`src/rtl/uart_tx_arbiter.sv`:
```
// Round-robin arbiter that shares one UART_TX among N byte requesters.
// Captures the winner's byte and parity config, then sequences one frame per grant via BUSY.
module uart_tx_arbiter #(
  parameter int unsigned N        = 4,
  parameter int unsigned W        = 8,
  parameter int unsigned BUSY_TMO = 4
) (
  input  logic                 clk,
  input  logic                 rst,
  input  logic [N-1:0]         req,
  input  logic [N*W-1:0]       req_data,
  input  logic [N-1:0]         par_en_cfg,
  input  logic [N-1:0]         par_typ_cfg,
  output logic [N-1:0]         ack,
  output logic [W-1:0]         tx_data,
  output logic                 tx_valid,
  output logic                 tx_par_en,
  output logic                 tx_par_typ,
  input  logic                 tx_busy,
  output logic [$clog2(N)-1:0] grant_id,
  output logic                 active,
  output logic                 err_tmo
);

  localparam int unsigned IW = $clog2(N);
  localparam int unsigned CW = $clog2(BUSY_TMO) + 1;
  // Counter value at which one more idle BUSY cycle means the handshake has timed out.
  localparam logic [CW-1:0] TmoLast = CW'(BUSY_TMO - 2);

  localparam logic [1:0] StIdle     = 2'd0;
  localparam logic [1:0] StLoad     = 2'd1;
  localparam logic [1:0] StWaitBusy = 2'd2;
  localparam logic [1:0] StWaitDone = 2'd3;

  logic [1:0]    state_q, state_d;
  logic [CW-1:0] cnt_q, cnt_d;
  logic [IW-1:0] ptr_q, ptr_d;
  logic [N-1:0]  ack_q;
  logic [W-1:0]  data_q;
  logic          valid_q;
  logic          par_en_q;
  logic          par_typ_q;
  logic [IW-1:0] grant_q;
  logic          active_q;
  logic          err_q, err_d;

  logic [W-1:0]  req_byte [N];
  logic [IW-1:0] win;
  logic [IW-1:0] idx;
  logic          found;
  logic          grant;

  always_comb begin
    for (int i = 0; i < N; i++) begin
      req_byte[i] = req_data[i*W +: W];
    end
  end

  // First requester at or after ptr, wrapping modulo N (N is a power of two).
  always_comb begin
    win   = ptr_q;
    idx   = '0;
    found = 1'b0;
    for (int k = 0; k < N; k++) begin
      idx = ptr_q + IW'(k);
      if (!found && req[idx]) begin
        found = 1'b1;
        win   = idx;
      end
    end
  end

  assign grant = (state_q == StIdle) && !tx_busy && found;

  always_comb begin
    state_d = state_q;
    cnt_d   = cnt_q;
    ptr_d   = ptr_q;
    err_d   = 1'b0;
    case (state_q)
      StIdle: begin
        cnt_d = '0;
        if (grant) begin
          state_d = StLoad;
        end
      end
      StLoad: begin
        cnt_d   = '0;
        state_d = StWaitBusy;
      end
      StWaitBusy: begin
        if (tx_busy) begin
          cnt_d   = '0;
          state_d = StWaitDone;
        end else if (cnt_q == TmoLast) begin
          cnt_d   = '0;
          err_d   = 1'b1;
          ptr_d   = grant_q + IW'(1);
          state_d = StIdle;
        end else begin
          cnt_d = cnt_q + CW'(1);
        end
      end
      StWaitDone: begin
        if (!tx_busy) begin
          ptr_d   = grant_q + IW'(1);
          state_d = StIdle;
        end
      end
      default: begin
        cnt_d   = '0;
        state_d = StIdle;
      end
    endcase
  end

  always_ff @(posedge clk or posedge rst) begin
    if (rst) begin
      state_q   <= StIdle;
      cnt_q     <= '0;
      ptr_q     <= '0;
      ack_q     <= '0;
      data_q    <= '0;
      valid_q   <= 1'b0;
      par_en_q  <= 1'b0;
      par_typ_q <= 1'b0;
      grant_q   <= '0;
      active_q  <= 1'b0;
      err_q     <= 1'b0;
    end else begin
      state_q  <= state_d;
      cnt_q    <= cnt_d;
      ptr_q    <= ptr_d;
      valid_q  <= grant;
      err_q    <= err_d;
      active_q <= (state_d != StIdle);
      ack_q    <= '0;
      // Payload and config are sampled only here and held until the next grant.
      if (grant) begin
        ack_q[win] <= 1'b1;
        data_q     <= req_byte[win];
        par_en_q   <= par_en_cfg[win];
        par_typ_q  <= par_typ_cfg[win];
        grant_q    <= win;
      end
    end
  end

  assign ack        = ack_q;
  assign tx_data    = data_q;
  assign tx_valid   = valid_q;
  assign tx_par_en  = par_en_q;
  assign tx_par_typ = par_typ_q;
  assign grant_id   = grant_q;
  assign active     = active_q;
  assign err_tmo    = err_q;

endmodule

```
`config.mk`:
```
export PLATFORM = sky130hd
export DESIGN_NAME = uart_tx_arbiter
export DESIGN_NICKNAME = d
export VERILOG_FILES = /design/src/rtl/uart_tx_arbiter.sv
export SDC_FILE = /design/constraint.sdc
export NUM_CORES = 1
export LEC_CHECK = 0
export CAP_MARGIN = 20
export CORE_MARGIN = 1
export CORE_UTILIZATION = 47
export CTS_CLUSTER_DIAMETER = 120
export DETAILED_ROUTE_END_ITERATION = 12
export GPL_TIMING_DRIVEN = 1
export PLACE_DENSITY = 0.86
export SKIP_CTS_REPAIR_TIMING = 1
export SLEW_MARGIN = 15
export SYNTH_ARGS = -nofsm -noshare
export SYNTH_HDL_FRONTEND = slang
export SYNTH_SLANG_ARGS = --single-unit
```
`constraint.sdc`:
```
create_clock -name clk -period 4 [get_ports clk]
set_input_delay 0.4 -clock clk [delete_from_list [all_inputs] [get_ports clk]]
set_output_delay 0.4 -clock clk [all_outputs]
set_load 0.01 [all_outputs]
```
== After elaboration in Yosys (flattened, before gate mapping) ==
Index checks and enable logic that the tools add are counted.

* Output and inout bits: 19
* Bits in latches: 0
* ROM bits: 0
* Bits in registers: 26
* Bits in writable memories: 0
* Input bits: 47
* Memories kept: 0

* Divide/modulo/power cells: 0
* Reduce and logical (&&, ||, !) cells: 16
* $mul: 0
* Bitwise gates (word level): 1
* Add/sub/neg operators: 5
* Eq/ne operators: 7
* $lt $le $gt $ge: 7
* Mux-type cells: 40
* Shift operators: 0

{| class="wikitable"
|+ Operators by type and width
! kind !! count
|-
| 2-bit 2-to-1 mux || 10
|-
| 8-bit binary-select mux with 2-bit select || 1
|-
| 8-bit 2-to-1 mux || 2
|-
| 2-bit by 3-bit < comparator with 1-bit output (second input constant) || 5
|-
| 1-bit 2-to-1 mux || 14
|-
| 1-bit binary-select mux with 2-bit select || 6
|-
| 2-bit one-hot mux with 4 select lines || 1
|-
| 1-bit logical AND || 6
|-
| 3-bit 2-to-1 mux || 2
|-
| 2-bit inequality test (second input constant) || 3
|-
| 3-bit one-hot mux with 2 select lines || 1
|-
| 2-bit nonzero test || 3
|-
| 2-bit by 1-bit adder with 2-bit output (second input constant) || 2
|-
| 2-bit adder (second input constant) || 2
|-
| 2-bit == test (second input constant) || 2
|-
| 1-bit zero test || 4
|-
| 4-bit 2-to-1 mux || 1
|-
| 2-bit one-hot mux with 2 select lines || 1
|-
| 4-bit AND reduction || 1
|-
| 3-bit by 1-bit adder with 3-bit output (second input constant) || 1
|-
| 3-bit by 2-bit == test with 1-bit output (second input constant) || 1
|-
| 3-bit greater-or-equal comparator (second input constant) || 1
|-
| 2-bit NOT with 3-bit output || 1
|-
| 1-bit demux with 2-bit select || 1
|-
| 4 further kinds || 4
|}

== Depth between registers and ports, before layout ==
* Depth in word-level cells: 17
* Depth in mapped cells: 7
* Depth with buffers taken out: 5

== Worst setup path before layout ==
OpenSTA, ideal clock, no wires.

* Path type: input-to-reg
* Start point: input req[2]
* End point: register data_q[3] (netlist: tx_data[3])
* Stages on the path: 7
* Library setup time: 138 ps
* Slack: 2394 ps
* Path buffers: 2
* Arrival time: 1468 ps
* Data required time: 3862 ps
* Cells stage by stage: buf_6 > or3_1 > o2111ai_2 > nand2_4 > buf_6 > mux2i_1 > o221ai_1

* Word-level cells in the longest chain between the ends: 16

{| class="wikitable"
|+ RTL lines
! what !! RTL line !! RTL
|-
| start: declaration || 10 || <nowiki>input logic [N-1:0] req,</nowiki>
|-
| 1-bit binary-select mux with 2-bit select || 66 || <nowiki>if (!found && req[idx]) begin</nowiki>
|-
| 1-bit 2-to-1 mux (not written as such) || 66 ||
|-
| 1-bit 2-to-1 mux || 66 ||
|-
| 1-bit zero test || 66 ||
|-
| 1-bit logical AND || 66 ||
|-
| 1-bit 2-to-1 mux || 66 ||
|-
| 1-bit zero test || 66 ||
|-
| 1-bit logical AND || 66 ||
|-
| 1-bit 2-to-1 mux || 66 ||
|-
| 1-bit zero test || 66 ||
|-
| 1-bit logical AND || 66 ||
|-
| 2-bit 2-to-1 mux || 66 ||
|-
| 2-bit NOT with 3-bit output (not written as such) || 141 || <nowiki>data_q <= req_byte[win];</nowiki>
|-
| 8-bit binary-select mux with 2-bit select || 141 ||
|-
| 8-bit 2-to-1 mux (not written as such) (2 in series) || 141 ||
|-
| end signal: assignment || 141 ||
|-
| end: declaration || 39 || <nowiki>logic [W-1:0] data_q;</nowiki>
|}

Several ways; a longest one is shown, not always the timed one. The select of a mux whose other input is x is not followed.
A chain may end at the register's enable or synchronous reset.

== Worst setup path after layout ==
* Start point: input req[2]
* End point: register data_q[6] (netlist: tx_data[6])

Same word-level chain as after synthesis.

==> results.yml <==
power:
  power_uw: 1244
  vdd_drop_max_mv: 0.3489
  power.density_mw_per_mm2: 535.5
  p_leak_uw: 0.0009039
  internal_power_uw: 770.5
  p_comb_frac: 0.484
  seq_power_share: 0.368
  pwr-share-clk: 0.148
  swShare: 0.3805
  p_sw_uw: 473.2
critical_path:
  r2r_end: "tx_data[6]"
  crit_path_max_fanout: 16
  critPathLaunch: "req[2]"
  crit_arrival_ps: 2430
  crit_type: "input port to flip-flop"
  start_kind: "input port"
  cp-end-kind: "flip-flop"
  regToRegStartpoint: "ptr_q[0]"
  required_ps: 4250
  r2r_cells: 5
  cp-endpoint: "tx_data[6]"
  rrSetupSlack_ps: 1940
timing:
  totalNegativeSetupSlack_ps: 0
  setup_slack_ps: 1822
  period_minus_slack_ps: 2178
  finalHoldViolations: 0
  fmax_ghz: 0.4591
  fin_crit_sh: 0.5445
  timing.slew.headroom: 0.3347
  rsz0062_at_grt: "false"
  tightest_slew_ps: 992.6
  slew_violations: 0
  setup_violations: 0
  fin_skew_ps: 6.516
synthesis:
  synth.cell_area_mm2: 0.001644
  async_reset_ff_frac: 1.000
  synth-main-ff-cell: "dfrtp_1"
  syn-instance-count: 176
  yosys_warnings: 0
  synth_edf_count: 0
  synth_cell_types: 39
  ys_ff_latch: 26
  syn_area_per_cell_um2: 9.341
  ys_seq_area_frac: 0.3957
  syn-num-nets: 223
grt:
  track_usage: 0.2245
  grt_pass1_wl_mm: 6.175
  antenna_found_initial: 0
  busiest_layer: "met2"
  overflow: 0
  grt_pass1_vias: 1440
  grt_max_degree: 27
  met1_usage: 0.2969
  met2_usage: 0.3804
  use_met3: 0.01471
floorplan:
  initial_core_util: 0.4927
  core_mm2: 0.003337
  die_w_um: 61.15
  pin_count: 66
  die_area_mm2: 0.003739
  fp.dieH_um: 61.15
  row_count: 21
clock_network:
  cts_buffer_depth: 2
  htree_levels: 1
  clock_latency_ps: 340
  cts.sinks: 26
  clkTransAtPathRegs_ps: 150
  cts_tree: "done"
  numCtsBuffers: 3
  cts_root_buf: "clkbuf_4"
finish:
  final_net_count: 282
  final_common_cell: "clkdlybuf4s50_1"
  drive_gt1_frac: 0.07265
  syn2layout_area_growth_pct: 41.25
  diodes: 0
  final_cell_mix: "clkdlybuf4s50_1 (65), dfrtp_1 (26), nand2_1 (19), nor2_1 (19), o21ai_0 (13)"
place:
  routabilityCongestion: 0.8271
  post-place-ws_ps: 1503
  numPortBuffers: 65
  dpl.hpwl_mm: 2.893
routing:
  drt-total-wl_mm: 4.108
  drc_errors: 0
  ant_nets: 0
  first_iter_violations: 105
  post_drt_wl_per_cell_um: 14.67
  viasPerCell: 5.764
  dr.pass1.iters: 4
  vias: 1614
min_path:
  hp-class: "input port to asynchronous set/reset pin"
flow_run:
  maxCapViolCount: 0
status:
  outcome: "finished clean"
==> worst min path at each step <==
stage,start,endpoint,slack (ps)
6_report,rst,active,320
5_1_grt,rst,ack[2],360
4_1_cts,tx_par_typ,tx_par_typ,520
3_5_place_dp,tx_par_typ,tx_par_typ,480
3_3_place_gp,tx_data[7],tx_data[7],470
2_1_floorplan,rst,ack[0],440
==> synthesized netlist by cell type (2+ instances only) <==
cell | n | area [um^2]
nor2b_1 | 4 | 25.02
o21ai_0 | 13 | 65.06
o21ai_1 | 9 | 45.04
nor3_2 | 3 | 30.03
buf_4 | 3 | 22.52
nor2_1 | 19 | 71.32
o31a_1 | 7 | 61.31
nor4b_1 | 7 | 61.31
inv_1 | 3 | 11.26
nand3_1 | 8 | 40.04
mux2i_1 | 6 | 60.06
nand2_1 | 19 | 71.32
nand2b_1 | 5 | 31.28
a41oi_1 | 7 | 61.31
dfrtp_1 | 26 | 650.6
o221ai_1 | 3 | 26.28
or3_1 | 2 | 12.51
a21oi_1 | 5 | 25.02
buf_6 | 7 | 78.83
==> worst max-delay path, cell delays in order <==
cell and delay (ps):
clkdlybuf4s50_1 670, nor3b_2 90, nor3_2 760, o31a_1 250, o21ai_1 60, a41oi_1 200
==> registers in the layout, indices dropped and copies added (netlist names) <==
name,flops
ack,4
active,1
tx_valid,1
ptr_q,2
grant_id,2
err_tmo,1
cnt_q,3
state_q,2
tx_par_en,1
tx_data,8
tx_par_typ,1
==> logic make-up (layout without fill, tap and decap cells) <==
logic type      Yosys count  count (layout)  share of synthesized area
flops                    26              26                     0.3957
compound gates           53              53                     0.2382
buf+inv                  16              74                    0.07762
xor+xnor                  1               1                   0.005328
simple gates             74              74                     0.2466
mux                       6               6                    0.03653
==> final cells by class <==
cell class | count | area (um^2)
Sequential cell | 26 | 650.6
Clock buffer | 3 | 22.52
Clock inverter | 1 | 30.03
Inverter | 4 | 17.52
Timing Repair Buffer | 66 | 678.2
Tap cell | 46 | 57.56
Multi-Input combinational cell | 134 | 865.8
Fill cell | 275 | 1015
==> metrics by stage <==
step                cells  hold WS, ps  cell area (um^2)  utilization
finish                280        317.5              2322       0.6959
global route          280        355.5              2322       0.6959
CTS                   279        517.3              2295       0.6877
detailed placement    275        476.3              2242       0.6719
global placement      275        472.6              2242       0.6719
floorplan             176        440.0              1644            -
==> per-layer routing <==
| layer | vias to the layer above | wire, um |
|---|---|---|
| li1 | 763 | - |
| met2 | 72 | 2077 |
| met5 | - | 0 |
| met4 | 0 | 97 |
| met3 | 9 | 245 |
| met1 | 770 | 1688 |
==> power by group through the flow <==
stage               logic (uW)  registers (uW)  clock network (uW)
global placement           587             455                   0
detailed placement         596             457                   0
finish                     601             458                 184
floorplan                  381             451                   0
global route               661             472                 194
CTS                        598             455                 186
Power figures use the tool's default switching activity.
